[src/rtl/seg7_debug_display.sv]
// rtl/seg7_debug_display.sv - snapshots core debug values and scans one 32-bit page onto an 8-digit 7-seg display
module seg7_debug_display #(
    parameter int SCAN_DIV        = 50000,
    parameter int DEBOUNCE_CYCLES = 500000
) (
    input  logic        clk,
    input  logic        reset,
    input  logic        cpu_clk,
    input  logic [63:0] pc,
    input  logic [63:0] alures,
    input  logic        zero,
    input  logic        page_btn,
    output logic [7:0]  an,
    output logic [6:0]  seg,
    output logic        dp,
    output logic [1:0]  page
);
    localparam int SW = (SCAN_DIV > 2) ? $clog2(SCAN_DIV) : 1;
    localparam int DW = (DEBOUNCE_CYCLES > 2) ? $clog2(DEBOUNCE_CYCLES) : 1;

    logic          cpu_meta, cpu_sync_q, cpu_sync_qq;
    logic          btn_meta, btn_sync, btn_level;
    logic [DW-1:0] db_cnt;
    logic [SW-1:0] presc;
    logic [2:0]    idx;
    logic [63:0]   pc_shadow, alu_shadow;
    logic          zero_shadow;
    logic          cpu_rise;
    logic [31:0]   page_word;
    logic [3:0]    nibble;
    logic [6:0]    seg_next;

    assign cpu_rise = cpu_sync_q & ~cpu_sync_qq;

    always_comb begin
        page_word = pc_shadow[31:0];
        case (page)
            2'd0: page_word = pc_shadow[31:0];
            2'd1: page_word = pc_shadow[63:32];
            2'd2: page_word = alu_shadow[31:0];
            2'd3: page_word = alu_shadow[63:32];
            default: page_word = pc_shadow[31:0];
        endcase
        nibble = page_word[{idx, 2'b00} +: 4];
    end

    always_comb begin
        seg_next = 7'h7F;
        case (nibble)
            4'h0: seg_next = 7'h40;
            4'h1: seg_next = 7'h79;
            4'h2: seg_next = 7'h24;
            4'h3: seg_next = 7'h30;
            4'h4: seg_next = 7'h19;
            4'h5: seg_next = 7'h12;
            4'h6: seg_next = 7'h02;
            4'h7: seg_next = 7'h78;
            4'h8: seg_next = 7'h00;
            4'h9: seg_next = 7'h10;
            4'hA: seg_next = 7'h08;
            4'hB: seg_next = 7'h03;
            4'hC: seg_next = 7'h46;
            4'hD: seg_next = 7'h21;
            4'hE: seg_next = 7'h06;
            4'hF: seg_next = 7'h0E;
            default: seg_next = 7'h7F;
        endcase
    end

    always_ff @(posedge clk) begin
        if (reset) begin
            cpu_meta    <= 1'b0;
            cpu_sync_q  <= 1'b0;
            cpu_sync_qq <= 1'b0;
            btn_meta    <= 1'b0;
            btn_sync    <= 1'b0;
            btn_level   <= 1'b0;
            db_cnt      <= '0;
            presc       <= '0;
            idx         <= 3'd0;
            pc_shadow   <= 64'd0;
            alu_shadow  <= 64'd0;
            zero_shadow <= 1'b0;
            page        <= 2'd0;
            an          <= 8'hFF;
            seg         <= 7'h7F;
            dp          <= 1'b1;
        end else begin
            // cpu_clk is only ever data here; cpu_sync_qq exists purely for edge detection
            cpu_meta    <= cpu_clk;
            cpu_sync_q  <= cpu_meta;
            cpu_sync_qq <= cpu_sync_q;
            if (cpu_rise) begin
                pc_shadow   <= pc;
                alu_shadow  <= alures;
                zero_shadow <= zero;
            end

            btn_meta <= page_btn;
            btn_sync <= btn_meta;
            if (btn_sync == btn_level) begin
                db_cnt <= '0;
            end else if (db_cnt == DW'(DEBOUNCE_CYCLES - 1)) begin
                db_cnt    <= '0;
                btn_level <= btn_sync;
                if (btn_sync)
                    page <= page + 2'd1;
            end else begin
                db_cnt <= db_cnt + 1'b1;
            end

            if (presc == SW'(SCAN_DIV - 1)) begin
                presc <= '0;
                idx   <= idx + 3'd1;
            end else begin
                presc <= presc + 1'b1;
            end

            // Outputs reflect the current idx, so they trail the digit counter by one clock
            an  <= ~(8'b1 << idx);
            seg <= seg_next;
            dp  <= ~((idx == 3'd0) & zero_shadow);
        end
    end
endmodule

[config.mk]
export PLATFORM = sky130hd
export DESIGN_NAME = seg7_debug_display
export DESIGN_NICKNAME = d
export VERILOG_FILES = /design/src/rtl/seg7_debug_display.sv
export SDC_FILE = /design/constraint.sdc
export NUM_CORES = 1
export LEC_CHECK = 0
export BUFFER_PORTS_ARGS = -buffer_cell sky130_fd_sc_hd__buf_2
export CORE_ASPECT_RATIO = 1.25
export CORE_MARGIN = 4
export CORE_UTILIZATION = 60
export DETAILED_ROUTE_END_ITERATION = 16
export PLACE_DENSITY_LB_ADDON = 0.1
export SYNTH_ARGS = -nofsm -noshare
export SYNTH_HDL_FRONTEND = slang
export SYNTH_SLANG_ARGS = --single-unit
[constraint.sdc]
create_clock -name clk -period 5.3 [get_ports clk]
set_input_delay 0.795 -clock clk [delete_from_list [all_inputs] [get_ports clk]]
set_output_delay 0.795 -clock clk [all_outputs]
set_load 0.03 [all_outputs]
==> impl_results.md, run 1 <==
* Status: finished, final reports clean
* Tmin final at around 3.7 ns
* Synth async-reset ratio at 0
* Commonest cells after routing, fill and taps aside: 305 x nand2_1, 191 x dfxtp_1, 149 x buf_2
* Fin. Hold Viols at 0
* Pleak at around 0.0035 uW
* Post-CTS Resized at 0
* Core Rows at 46
* Max stage delay on crit path at approximately 0.9 ns
* Post-DP HPWL at 14900 um
* Crit Path Class: reg -> reg
* Final nets at between 1000 and 1500
* Latest clock arrival within the worst-skew pair at roughly 0.44 ns
* Num ports at between 150 and 200
* Root Driver: clkbuf_16
* Yosys top cell area share at 0.477
* Cell count after synthesis at slightly below 1000
* Fill cells at ~1100
* Final setup violation count at 0
* GR Util met1 at 0.329
* DP Area at around 9000 um2
* CTS Buffer Depth at 2
* Fraction of layout cells with a size suffix above 1 at 0.174
* Setup TNS at 0 ns
* Inserted Clock Buffers at 17
* Slew margin rel. at 0.235
* Total wire length at about 21000 um
* Initial Util at 0.622
* CP endpoint kind: flip-flop
* Via count at roughly 7100
* Type of origin of the critical path: flip-flop
* Min-Delay Path Class: reg -> reg
* RSZ-0062 raised after global routing: no
* Setup bufs post-CTS at 0
* Mux contribution to synthesized area at 0.0328
* Die Width at 111 um
* Final Max Tran Viols at 0
* Global-route wire length before repair at 33000 um
* Synthesized-area fraction occupied by adder cells at 0.0297
* DRC errors left at 0
* CP Data Arrival Time at just over 4 ns
* Synth area leaders: dfxtp_1 48%, nand2_1 14%, a21oi_1 9.1%
* Syn Nets at roughly 1100
* Initial DRC Count at between 500 and 600
* Complex-gate fraction of the synthesized area at 0.163
* EDFF count, synth at 0
* Chip Height at between 100 and 150 um
* Yosys reg bits at about 190
* Fmax at 268 MHz
* CP required at approximately 5.6 ns
* # clock sinks at approximately 190
* Critical path, cell by cell: inv_1 > ha_1 > nor2_1 > a32oi_1 > a221oi_1 > a21oi_1 > nor2_1 > a221o_1
* Final Skew at 0.0134 ns
* Post-CTS Hold Fix Bufs at 0
* Max-Cap Viols at 0
* Vias per cell at 5.55
* H-tree levels at 4
* # diodes at 0
* Final ANT Viol Nets at 0
* IR drop worst, VDD at around 0.00023 V
* DRT Pass-1 Iters at 5
* Overall die area at about 15000 um2
* Routed len/inst at 16.4 um
* Gpl congestion at slightly above 0.9
* Buffers added on ports at 150
* Placeable Area at about 13000 um2
* CP most frequent cell: nor2_1
* Multi-input logic area at approximately 3800 um2
* Post-synthesis instance area at between 8000 and 9000 um2
* Sequential area share after synthesis at 0.477
* Worst r2r path cells at 8
* Grt ovf at 0
* Vias in the first global route at 6646
* Largest net degree at the start of global routing at between 80 and 90
* Pin slew with the least headroom to its limit at ~1.1 ns
* GRT busiest layer: met2
* Reg clk slew, reported paths at 0.06 ns
* Mean Syn Cell Area at around 8 um2
* Main synth FF type: dfxtp_1
* Min-Delay Path Depth at 1
* Grt met3 use at 0.0628
* Cell taking the most area after synthesis: dfxtp_1
* Count of cell types in the netlist at 45
* Xor/xnor share of the synthesized area at 0.0361
* Most common cell after layout, fill and taps aside: nand2_1
* Final Instance Area at between 9000 and 10000 um2
* GRT Overall Usage at 0.272
* Finished Core Util at 0.724
* Area taken by flip-flops and latches at about 3800 um2
* Pwr/cell area at 314 nW/um2
* Slowest-stage cell, CP: a21oi_1
* Crit path max fanout at 26
* Initial antenna violation count at 0
* Synth Area in Simple Gates at 0.214
* Syn-to-layout area delta at 16.4%
* Met2 Usage GRT at 0.475
* Synth warn at 0
* Tcrit/Tclk final at 0.704
* CTS tree: yes
* Largest family of logic cells by synthesized area: simple AND/OR/NAND/NOR gates
routing by layer:
layer | part of all wire | wire length [um]
met5 | 0 | 0
met4 | 0.029 | 602
met3 | 0.062 | 1300
met2 | 0.51 | 10600
met1 | 0.40 | 8440
final timing paths:
kind                                to  slack, ns   startpoint
worst min-delay path                dp       0.40  zero_shadow
worst max-delay path            seg[1]       1.57      page[0]
worst min register to register      dp       0.40  zero_shadow
worst max register to register  seg[1]       1.57      page[0]
flip-flops by register name (all words and copies together) (netlist names):
signal	flops
alu_shadow	64
an	8
btn_level	1
btn_meta	1
btn_sync	1
cpu_meta	1
cpu_sync_q	1
cpu_sync_qq	1
db_cnt	19
dp	1
idx	3
page	2
pc_shadow	64
presc	16
seg	7
zero_shadow	1
synth_stat cells, drive strengths merged, types with 2 or more instances:
library cell	number
nor3	7
nand3	13
o21ai	4
a31oi	12
dfxtp	191
and3	6
inv	21
nor4	3
nand3b	2
nor2b	9
nand2b	4
a32oi	9
clkbuf	47
a21oi	145
buf	20
and4	2
a22oi	29
xnor2	14
nand4	5
ha	19
nor2	53
mux2i	24
or3	2
or4	2
nand2	306
xor2	19
a221oi	6
a222oi	8
a221o	2
kinds of logic after synthesis:
logic type,Yosys count
flip-flops,191
buffers and inverters,88
AO/OA/AOI/OAI,218
XOR/XNOR,33
adder cells (fa/ha/maj),19
AND/OR/NAND/NOR,418
multiplexers,25
layout make-up:
cell class,count,area share
inverter,21,0.00845
timing repair buffer,156,0.0869
multi-input combinational,713,0.411
clock buffer,21,0.0494
clock inverter,10,0.0122
sequential,191,0.410
tap,168,0.0225
critical path, delay by kind of cell, from the launching register on:
kind	cells	cell delay [ns]
adders and majority gates	1	0.83
buffers and inverters	1	0.12
AOI/OAI and AO/OA	4	1.77
DFF	1	0.34
and+or+nand+nor	2	0.56
through the flow:
stage	hold WS (ns)	power, uW	setup slack [ns]	cells
5_1_grt	0.420	3030	1.27	1280
2_1_floorplan	0.368	1630	2.48	992
4_1_cts	0.397	2940	1.73	1280
3_3_place_gp	0.375	1720	1.82	1249
3_5_place_dp	0.381	1720	1.74	1249
6_report	0.398	2930	1.57	1280
power breakdown:
group          internal [uW]  switching, uW  total (uW)
combinational           75.3            108         183
sequential              1480           26.2        1500
clock                    714            532        1250
total                   2270            666        2930
Note: power is estimated with default switching activity, not from simulation.
==> run 2: changes to the inputs <==
CORE_UTILIZATION = 50   (was 60)
clock period = 3.08 ns   (was 5.3 ns; I/O delays follow)
==> run 2 against run 1 <==
Compared with the run above:
- hold slack lost 0.16 ns
- clock skew shrank 0.0037 ns
- global-route usage shrank 3.1 points
- die area grew 19%
- largest cell class unchanged
- largest power group unchanged
- critical path type unchanged
- final area increased by 2.5%
==> impl_results.md, run 2 (synthesis results as in run 1) <==
* DP Area at between 8000 and 9000 um2
* Total wire length at roughly 22000 um
* Global-route wire length before repair at 34200 um
* Final setup violation count at 0
* Setup ws final at between 0.2 and 0.3 ns
* Num ports at ~150
* Final nets at between 1000 and 1500
* Final Skew at just under 0.01 ns
* Slowest-stage cell, CP: nor2_1
* H-tree levels at 4
* Initial Util at 0.513
* R2R Setup Slk at roughly 0.26 ns
* Vias per cell at about 5.4
* Placement Setup Slack at 0.152 ns
* Initial antenna violation count at 0
* Final Max Tran Viols at 0
* Placeable Area at 15600 um2
* Inserted Clock Buffers at 17
* Fraction of layout cells with a size suffix above 1 at 0.181
* CP Data Arrival Time at 3.10 ns
* Fin. Hold Viols at 0
* Fmax at between 300 and 400 MHz
* Overall die area at about 18000 um2
* Root Driver: clkbuf_16
* Pwr/cell area at roughly 540 nW/um2
* Slew margin rel. at 0.518
* Critical path, cell by cell: inv_1 > ha_1 > nor2_1 > buf_4 > a32oi_1 > a221oi_1 > a21oi_1 > buf_4 > ha_1 > inv_1 > mux2i_1 > nor3_1 > a31oi_1
* # clock sinks at around 190
* CP endpoint kind: flip-flop
* Tmin final at 2.82 ns
* Buffers added on ports at 150
* Post-DP HPWL at between 15000 and 20000 um
* Pleak at roughly 0.0036 uW
* Via count at 7149
* Gpl congestion at 0.932
* Biggest regs: alu_shadow x64, pc_shadow x64, db_cnt x19
* Core Rows at 51
* CP required at roughly 3.4 ns
* Most common cell after layout, fill and taps aside: nand2_1
* GRT Overall Usage at 0.242
* DRT Pass-1 Iters at 6
* Total chip power at between 5000 and 6000 uW
* Max-Cap Viols at 0
* IR drop worst, VDD at 0.000342 V
* Finished Core Util at 0.612
* DRC errors left at 0
* Fill cells at 1492
* Die Width at roughly 120 um
* Pin slew with the least headroom to its limit at 0.722 ns
* Setup bufs post-CTS at 0
* Grt ovf at 0
* Post-route insts no fill at approximately 1300
* Post-CTS Resized at 0
* Syn-to-layout area delta at 19.3%
* Commonest cells after routing, fill and taps aside: 305 x nand2_1, 191 x dfxtp_1, 149 x buf_2
* Vias in the first global route at a little under 7000
* # diodes at 0
* Crit path max fanout at 7
* Final Instance Area at around 9600 um2
* Routed len/inst at ~16 um
* Max stage delay on crit path at 0.41 ns
* Min-Delay Path Class: in -> reg
* Placed insts at around 1300
* Type of origin of the critical path: flip-flop
* Status: finished, final reports clean
* Crit Path Class: reg -> reg
* CTS tree: yes
* Final ANT Viol Nets at 0
* CTS Buffer Depth at 2
* Tcrit/Tclk final at 0.915
* Post-CTS Hold Fix Bufs at 0
* Initial DRC Count at approximately 640
* Reg clk slew, reported paths at ~0.07 ns
* Latest clock arrival within the worst-skew pair at around 0.43 ns
* Chip Height at ~150 um
* Largest net degree at the start of global routing at between 100 and 150
==> run 2: cell count changes in the layout (fill, tap and decap cells not counted), sizes merged <==
cell      before  now
buf          156  165
bufinv         2    3
clkbuf        21   22
clkinv         4    2
clkinvlp       4    2
inv           21   22
==> run 2: where the power goes <==
| part | internal (uW) | leakage (uW) | switching [uW] |
|---|---|---|---|
| combinational | 134 | 0.00172 | 189 |
| sequential | 2540 | 0.00155 | 42.3 |
| clock | 1340 | 0.000289 | 923 |
| total | 4010 | 0.00356 | 1150 |
==> run 2: critical path, delay by kind of cell, from the launching register on <==
family | cells | cell delay [ns]
AND/OR/NAND/NOR | 2 | 0.58
flip-flops | 1 | 0.39
buffers and inverters | 4 | 0.62
adder cells (fa/ha/maj) | 2 | 0.46
AO/OA/AOI/OAI | 4 | 0.55
multiplexers | 1 | 0.07
==> run 2: layer usage <==
| layer | vias up | wire [um] | global-route usage |
|---|---|---|---|
| li1 | 3570 | - | - |
| met1 | 3341 | 9220 | 0.306 |
| met2 | 204 | 10600 | 0.409 |
| met3 | 34 | 1140 | 0.0484 |
| met4 | 0 | 539 | 0.0869 |
| met5 | - | 0 | 0 |
==> run 2: worst paths after layout <==
path | depth (start not counted) | start | to
setup / recovery | 13 | page[0] | seg[3]
hold / removal | 2 | cpu_clk | cpu_meta
setup reg to reg | 13 | page[0] | seg[3]
hold reg to reg | 1 | zero_shadow | dp
==> run 2: cell type report <==
class,instances,area [um2],share of cell area
clock buffer,22,474,0.0496
clock inverter,8,131,0.0137
inverter,21,78.8,0.00824
multi-input combinational,713,3830,0.401
sequential,191,3820,0.400
tap,212,265,0.0277
timing repair buffer,165,953,0.0997
==> run 2: metrics by stage <==
stage | TNS, ns | hold slack [ns]
finish | 0 | 0.241
detailed placement | 0 | 0.376
global placement | 0 | 0.379
global route | -0.000728 | 0.239
floorplan | 0 | 0.368
CTS | 0 | 0.226
